## src/rtl/store_monitor.sv

```systemverilog
`default_nettype none
// ============================================================================
//  Module   : store_monitor
//  Purpose  : Watches the core's store port and latches a pass / fail /
//             timeout verdict, with store and cycle counters and a 4-deep
//             history of recent stores.
//  Revision : 1.0 - initial release
// ============================================================================
module store_monitor #(
    parameter logic [31:0] PASS_ADDR      = 32'd216,
    parameter logic [31:0] PASS_DATA      = 32'd4140,
    parameter logic [31:0] WIN_LO         = 32'd0,
    parameter logic [31:0] WIN_HI         = 32'd255,
    parameter logic [31:0] TIMEOUT_CYCLES = 32'd10000
) (
    input  logic        clk,
    input  logic        reset,
    input  logic        MemWrite,
    input  logic [31:0] DataAdr,
    input  logic [31:0] WriteData,
    input  logic [1:0]  hist_sel,
    output logic        done,
    output logic        pass,
    output logic        fail,
    output logic        timeout,
    output logic [15:0] store_count,
    output logic [31:0] cycle_count,
    output logic [2:0]  hist_valid,
    output logic [31:0] hist_adr,
    output logic [31:0] hist_data
);

    localparam logic [1:0]  c_S_RUN     = 2'd0;
    localparam logic [1:0]  c_S_PASS    = 2'd1;
    localparam logic [1:0]  c_S_FAIL    = 2'd2;
    localparam logic [1:0]  c_S_TOUT    = 2'd3;
    localparam logic [31:0] c_TOUT_LAST = TIMEOUT_CYCLES - 32'd1;

    logic [1:0]  r_state;
    logic        r_done;
    logic        r_pass;
    logic        r_fail;
    logic        r_timeout;
    logic [15:0] r_store_count;
    logic [31:0] r_cycle_count;
    logic [2:0]  r_hist_valid;
    logic [1:0]  r_wptr;
    logic [31:0] r_hist_adr  [4];
    logic [31:0] r_hist_data [4];

    logic        w_store;
    logic        w_is_pass_adr;
    logic        w_pass_hit;
    logic        w_illegal;
    logic        w_tout;
    logic [32:0] w_lo_diff;
    logic [32:0] w_hi_diff;
    logic [1:0]  w_rd_idx;

    // Window bounds are checked through the borrow of a 33-bit subtraction,
    // which stays meaningful even when a bound sits at 0 or all-ones.
    assign w_lo_diff     = {1'b0, DataAdr} - {1'b0, WIN_LO};
    assign w_hi_diff     = {1'b0, WIN_HI} - {1'b0, DataAdr};

    assign w_store       = MemWrite && (r_state == c_S_RUN);
    assign w_is_pass_adr = (DataAdr == PASS_ADDR);
    assign w_pass_hit    = w_store && w_is_pass_adr && (WriteData == PASS_DATA);
    assign w_illegal     = w_store && !w_pass_hit &&
                           ((DataAdr[1:0] != 2'd0) || w_lo_diff[32] ||
                            w_hi_diff[32] || w_is_pass_adr);
    assign w_tout        = (r_state == c_S_RUN) && !w_pass_hit && !w_illegal &&
                           (r_cycle_count == c_TOUT_LAST);

    always_ff @(posedge clk) begin
        if (!reset) begin
            r_state       <= c_S_RUN;
            r_done        <= 1'b0;
            r_pass        <= 1'b0;
            r_fail        <= 1'b0;
            r_timeout     <= 1'b0;
            r_store_count <= 16'd0;
            r_cycle_count <= 32'd0;
            r_hist_valid  <= 3'd0;
            r_wptr        <= 2'd0;
            for (int i = 0; i < 4; i++) begin
                r_hist_adr[i]  <= 32'd0;
                r_hist_data[i] <= 32'd0;
            end
        end else begin
            if (w_store) begin
                if (r_store_count != 16'hFFFF) begin
                    r_store_count <= r_store_count + 16'd1;
                end
                r_hist_adr[r_wptr]  <= DataAdr;
                r_hist_data[r_wptr] <= WriteData;
                r_wptr              <= r_wptr + 2'd1;
                if (r_hist_valid != 3'd4) begin
                    r_hist_valid <= r_hist_valid + 3'd1;
                end
            end
            // The cycle counter only advances on edges that stay in RUN, so it
            // holds TIMEOUT_CYCLES-1 once the timeout verdict is taken.
            if (r_state == c_S_RUN) begin
                if (w_pass_hit) begin
                    r_state <= c_S_PASS;
                    r_pass  <= 1'b1;
                    r_done  <= 1'b1;
                end else if (w_illegal) begin
                    r_state <= c_S_FAIL;
                    r_fail  <= 1'b1;
                    r_done  <= 1'b1;
                end else if (w_tout) begin
                    r_state   <= c_S_TOUT;
                    r_timeout <= 1'b1;
                    r_done    <= 1'b1;
                end else begin
                    r_cycle_count <= r_cycle_count + 32'd1;
                end
            end
        end
    end

    assign w_rd_idx = r_wptr - 2'd1 - hist_sel;

    always_comb begin
        hist_adr  = 32'd0;
        hist_data = 32'd0;
        if ({1'b0, hist_sel} < r_hist_valid) begin
            hist_adr  = r_hist_adr[w_rd_idx];
            hist_data = r_hist_data[w_rd_idx];
        end
    end

    assign done        = r_done;
    assign pass        = r_pass;
    assign fail        = r_fail;
    assign timeout     = r_timeout;
    assign store_count = r_store_count;
    assign cycle_count = r_cycle_count;
    assign hist_valid  = r_hist_valid;

endmodule
`default_nettype wire

```

## config.mk

```make
export PLATFORM = sky130hd
export DESIGN_NAME = store_monitor
export DESIGN_NICKNAME = d
export VERILOG_FILES = /design/src/rtl/store_monitor.sv
export SDC_FILE = /design/constraint.sdc
export NUM_CORES = 1
export LEC_CHECK = 0
export BUFFER_PORTS_ARGS = -buffer_cell sky130_fd_sc_hd__buf_4
export CAP_MARGIN = 20
export CORE_ASPECT_RATIO = 1.1
export CORE_MARGIN = 5
export CORE_UTILIZATION = 62
export CTS_CLUSTER_SIZE = 40
export DETAILED_ROUTE_END_ITERATION = 7
export GPL_ROUTABILITY_DRIVEN = 0
export PLACE_DENSITY_LB_ADDON = 0.3
export SYNTH_ARGS = -nofsm -noshare
export SYNTH_HDL_FRONTEND = slang
export SYNTH_SLANG_ARGS = --single-unit
```

## constraint.sdc

```tcl
create_clock -name clk -period 10.4 [get_ports clk]
set_input_delay 0.52 -clock clk [delete_from_list [all_inputs] [get_ports clk]]
set_output_delay 0.52 -clock clk [all_outputs]
set_load 0.01 [all_outputs]
```

==> flow_summary_export.csv <==
group,metric,value,unit
sta,period_share,0.3695,
clock_tree,cts_buffer_depth,3,
worst_setup_path,crit_arrival,3.32,ns
logic_synthesis,synthArstFlopShare,0,
die,start_util,0.6235,
routing,vias,9722,
logic_synthesis,ys_ff_latch,315,
placed_design,post-place-ws,6.821,ns
sta,slew_headroom,0.3321,
clock_tree,clkLatencyLatePin,0.53,ns
worst_hold_path,hp-class,"in2reg",
logic_synthesis,syn_area,0.01412,mm²
outcome,outcome,"completed",
sta,max_freq,260.2,MHz
clock_tree,cts_tree,"yes",
sta,finalMaxSlewViolations,0,
clock_tree,clk_pin_slew_worst_paths,0.06,ns
logic_synthesis,netlist-cell-type-count,52,
placed_design,dp_hpwl,19480,µm
logic_synthesis,syn-instance-count,1141,
cells_and_area,syn2layout_area_growth,18.57,%
die,num_io_pins,188,
power,power_density,177.3,mW/mm²
die,fp.dieH,168.3,µm
cells_and_area,drive_gt1_frac,0.2472,
clock_tree,post-cts-setup-buffers,0,
routing,drt-pass1-iter-count,5,
cells_and_area,final_cell_mix,"256 x edfxtp_1, 214 x nor2_1, 201 x buf_4",
sta,period_needed,3.843,ns
cells_and_area,finalNetCount,1381,
logic_synthesis,synth_edf_count,256,
placed_design,postPlaceCellArea,0.01582,mm²
power,switching_share,0.2443,
routing,postRouteAntennaNets,0,
grt,grt-ovfl-total,0,
logic_synthesis,syn-num-nets,1216,
clock_tree,htree_levels,1,
sta,skew,0.006232,ns
sta,hold_violations,0,
power,leakagePower,6.535,nW
logic_synthesis,yosys_warnings,0,
sta,rsz0062_at_grt,"no",
sta,worstMarginPinSlew,1.002,ns
routing,wire_per_inst,20.03,µm
power,intPower,2.242,mW
cells_and_area,fill_cells,1458,
clock_tree,cts_hold_buffers,0,
clock_tree,cts_sinks,315,
logic_synthesis,ys_seq_area_frac,0.6282,
worst_setup_path,crit_required,9.88,ns
power,p_sw,0.7251,mW
grt,grt_max_degree,65,
power,p_seq_frac,0.498,
sta,setup_tns,0,ns
routing,drtIter0Drc,751,
worst_setup_path,critical_path.max_fanout,33,
logic_synthesis,ys.flop_type,"edfxtp_1",
sta,setup_viol,0,
grt,grt_use_total,0.2485,
grt,grt_first_pass_wirelength,51560,µm
die,design.core.area,0.02264,mm²
power,clkPwrFrac,0.344,
routing,drc,0,
cells_and_area,insertedDiodeCount,0,
clock_tree,cts_resized,0,
sta,setup_ws,6.557,ns
worst_setup_path,crit_path_end_kind,"output pin",
power,peakVddDrop,0.0001148,V
die,die_w,153.9,µm
routing,routed_wl,32600,µm
placed_design,io_buffers,187,
job,max_cap_viol_count,0,
die,die_area,0.02589,mm²
grt,antenna_found_initial,0,
grt,grt_pass1_vias,9856,
logic_synthesis,avgSynthCellArea,12.37,µm²
clock_tree,numCtsBuffers,29,
cells_and_area,design_area,0.01674,mm²
clock_tree,root_buffer,"clkbuf_16",
cells_and_area,final_common_cell,"edfxtp_1",
power,p_comb_frac,0.158,
worst_setup_path,cp-start-kind,"flip-flop",
die,rows,58,
routing,via_per_inst,5.975,
worst_setup_path,crit_type,"reg2out",
-- critical path, stage by stage (launching register included) --
cell	delay, ns
dfxtp_1	0.41
ha_4	0.73
buf_4	0.65
mux4_2	0.59
nor2b_1	0.16
buf_4	0.19
-- metal layers --
layer / GRT usage / part of all wire / vias up
met5: 0 / 0 / -
met4: 0.07104 / 0.022 / 0
met3: 0.04344 / 0.087 / 52
met2: 0.4398 / 0.52 / 435
met1: 0.3181 / 0.37 / 4799
li1: - / - / 4436
-- registers in the layout, summed over array words and instances (netlist names) --
signal,cells
timeout,1
cycle_count,32
r_wptr,2
pass,1
fail,1
r_hist_data,128
r_state,2
done,1
store_count,16
r_hist_adr,128
hist_valid,3
-- power by group through the flow --
stage / combinational, mW / sequential [mW] / clock [mW]
final: 0.468 / 1.48 / 1.02
after detailed placement: 0.471 / 1.50 / 0
after floorplan: 0.305 / 1.50 / 0
after global placement: 0.467 / 1.50 / 0
after global routing: 0.506 / 1.48 / 1.09
after CTS: 0.475 / 1.48 / 1.03
-- logic make-up (layout without fill, tap and decap cells) --
kind of cell / count (synthesis) / in the layout / share of synthesized area
AO/OA/AOI/OAI: 80 / 80 / 0.03731
XOR/XNOR: 17 / 17 / 0.01055
adder cells (fa/ha/maj): 6 / 6 / 0.005318
buffers and inverters: 146 / 332 / 0.03935
flip-flops: 315 / 315 / 0.6282
multiplexers: 73 / 73 / 0.1085
AND/OR/NAND/NOR: 504 / 504 / 0.1708
-- cell usage after synthesis (4+ instances only) --
cell	n	area, µm²
mux2i_1	9	90.09
nand4_1	12	75.07
a21oi_1	27	135.1
o31ai_1	18	135.1
xnor2_1	9	78.83
o211ai_1	4	30.03
nor2b_1	65	406.6
edfxtp_1	256	7687
nand2b_1	13	81.33
dfxtp_1	59	1181
o21ai_0	11	55.05
clkbuf_1	59	221.5
nor3_1	5	25.02
nand2_1	96	360.4
ha_1	6	75.07
nor4_1	30	187.7
or3_1	7	43.79
mux4_2	64	1441
or2_2	4	25.02
xor2_1	8	70.07
inv_1	77	289.0
nor2_1	215	807.0
and3_1	7	43.79
nand3_1	18	90.09
o41ai_1	4	35.03
buf_1	7	26.28
or4_1	17	127.6
-- final cells by class --
class	count	area, µm²	area share
flip-flops and latches	315	8869	0.5298
multi-input cells	680	4773	0.2852
repair buffers	201	1509	0.09015
clock buffers	37	785.8	0.04694
well taps	300	375.4	0.02242
inverters	79	296.5	0.01772
clock inverters	15	130.1	0.007774
-- path summary, 6_finish.rpt --
kind	from	cells after the start	end	slack [ns]
min	DataAdr[23]	3	r_hist_adr[3][23]	0.33
max reg2reg	r_state[0]	4	r_hist_adr[2][16]	7.74
min reg2reg	timeout	2	timeout	0.45
max	r_wptr[0]	5	hist_data[29]	6.56
-- through the flow --
| step | util | std cells | hold slack [ns] | power (mW) |
|---|---|---|---|---|
| 2_1_floorplan | - | 1141 | 0.4696 | 1.807 |
| 3_3_place_gp | 0.6988 | 1575 | 0.4347 | 1.965 |
| 3_5_place_dp | 0.6988 | 1575 | 0.4470 | 1.974 |
| 4_1_cts | 0.7393 | 1627 | 0.3092 | 2.986 |
| 5_1_grt | 0.7393 | 1627 | 0.3354 | 3.080 |
| 6_report | 0.7393 | 1627 | 0.3278 | 2.967 |
No activity file was read; power rests on OpenSTA's default activity.
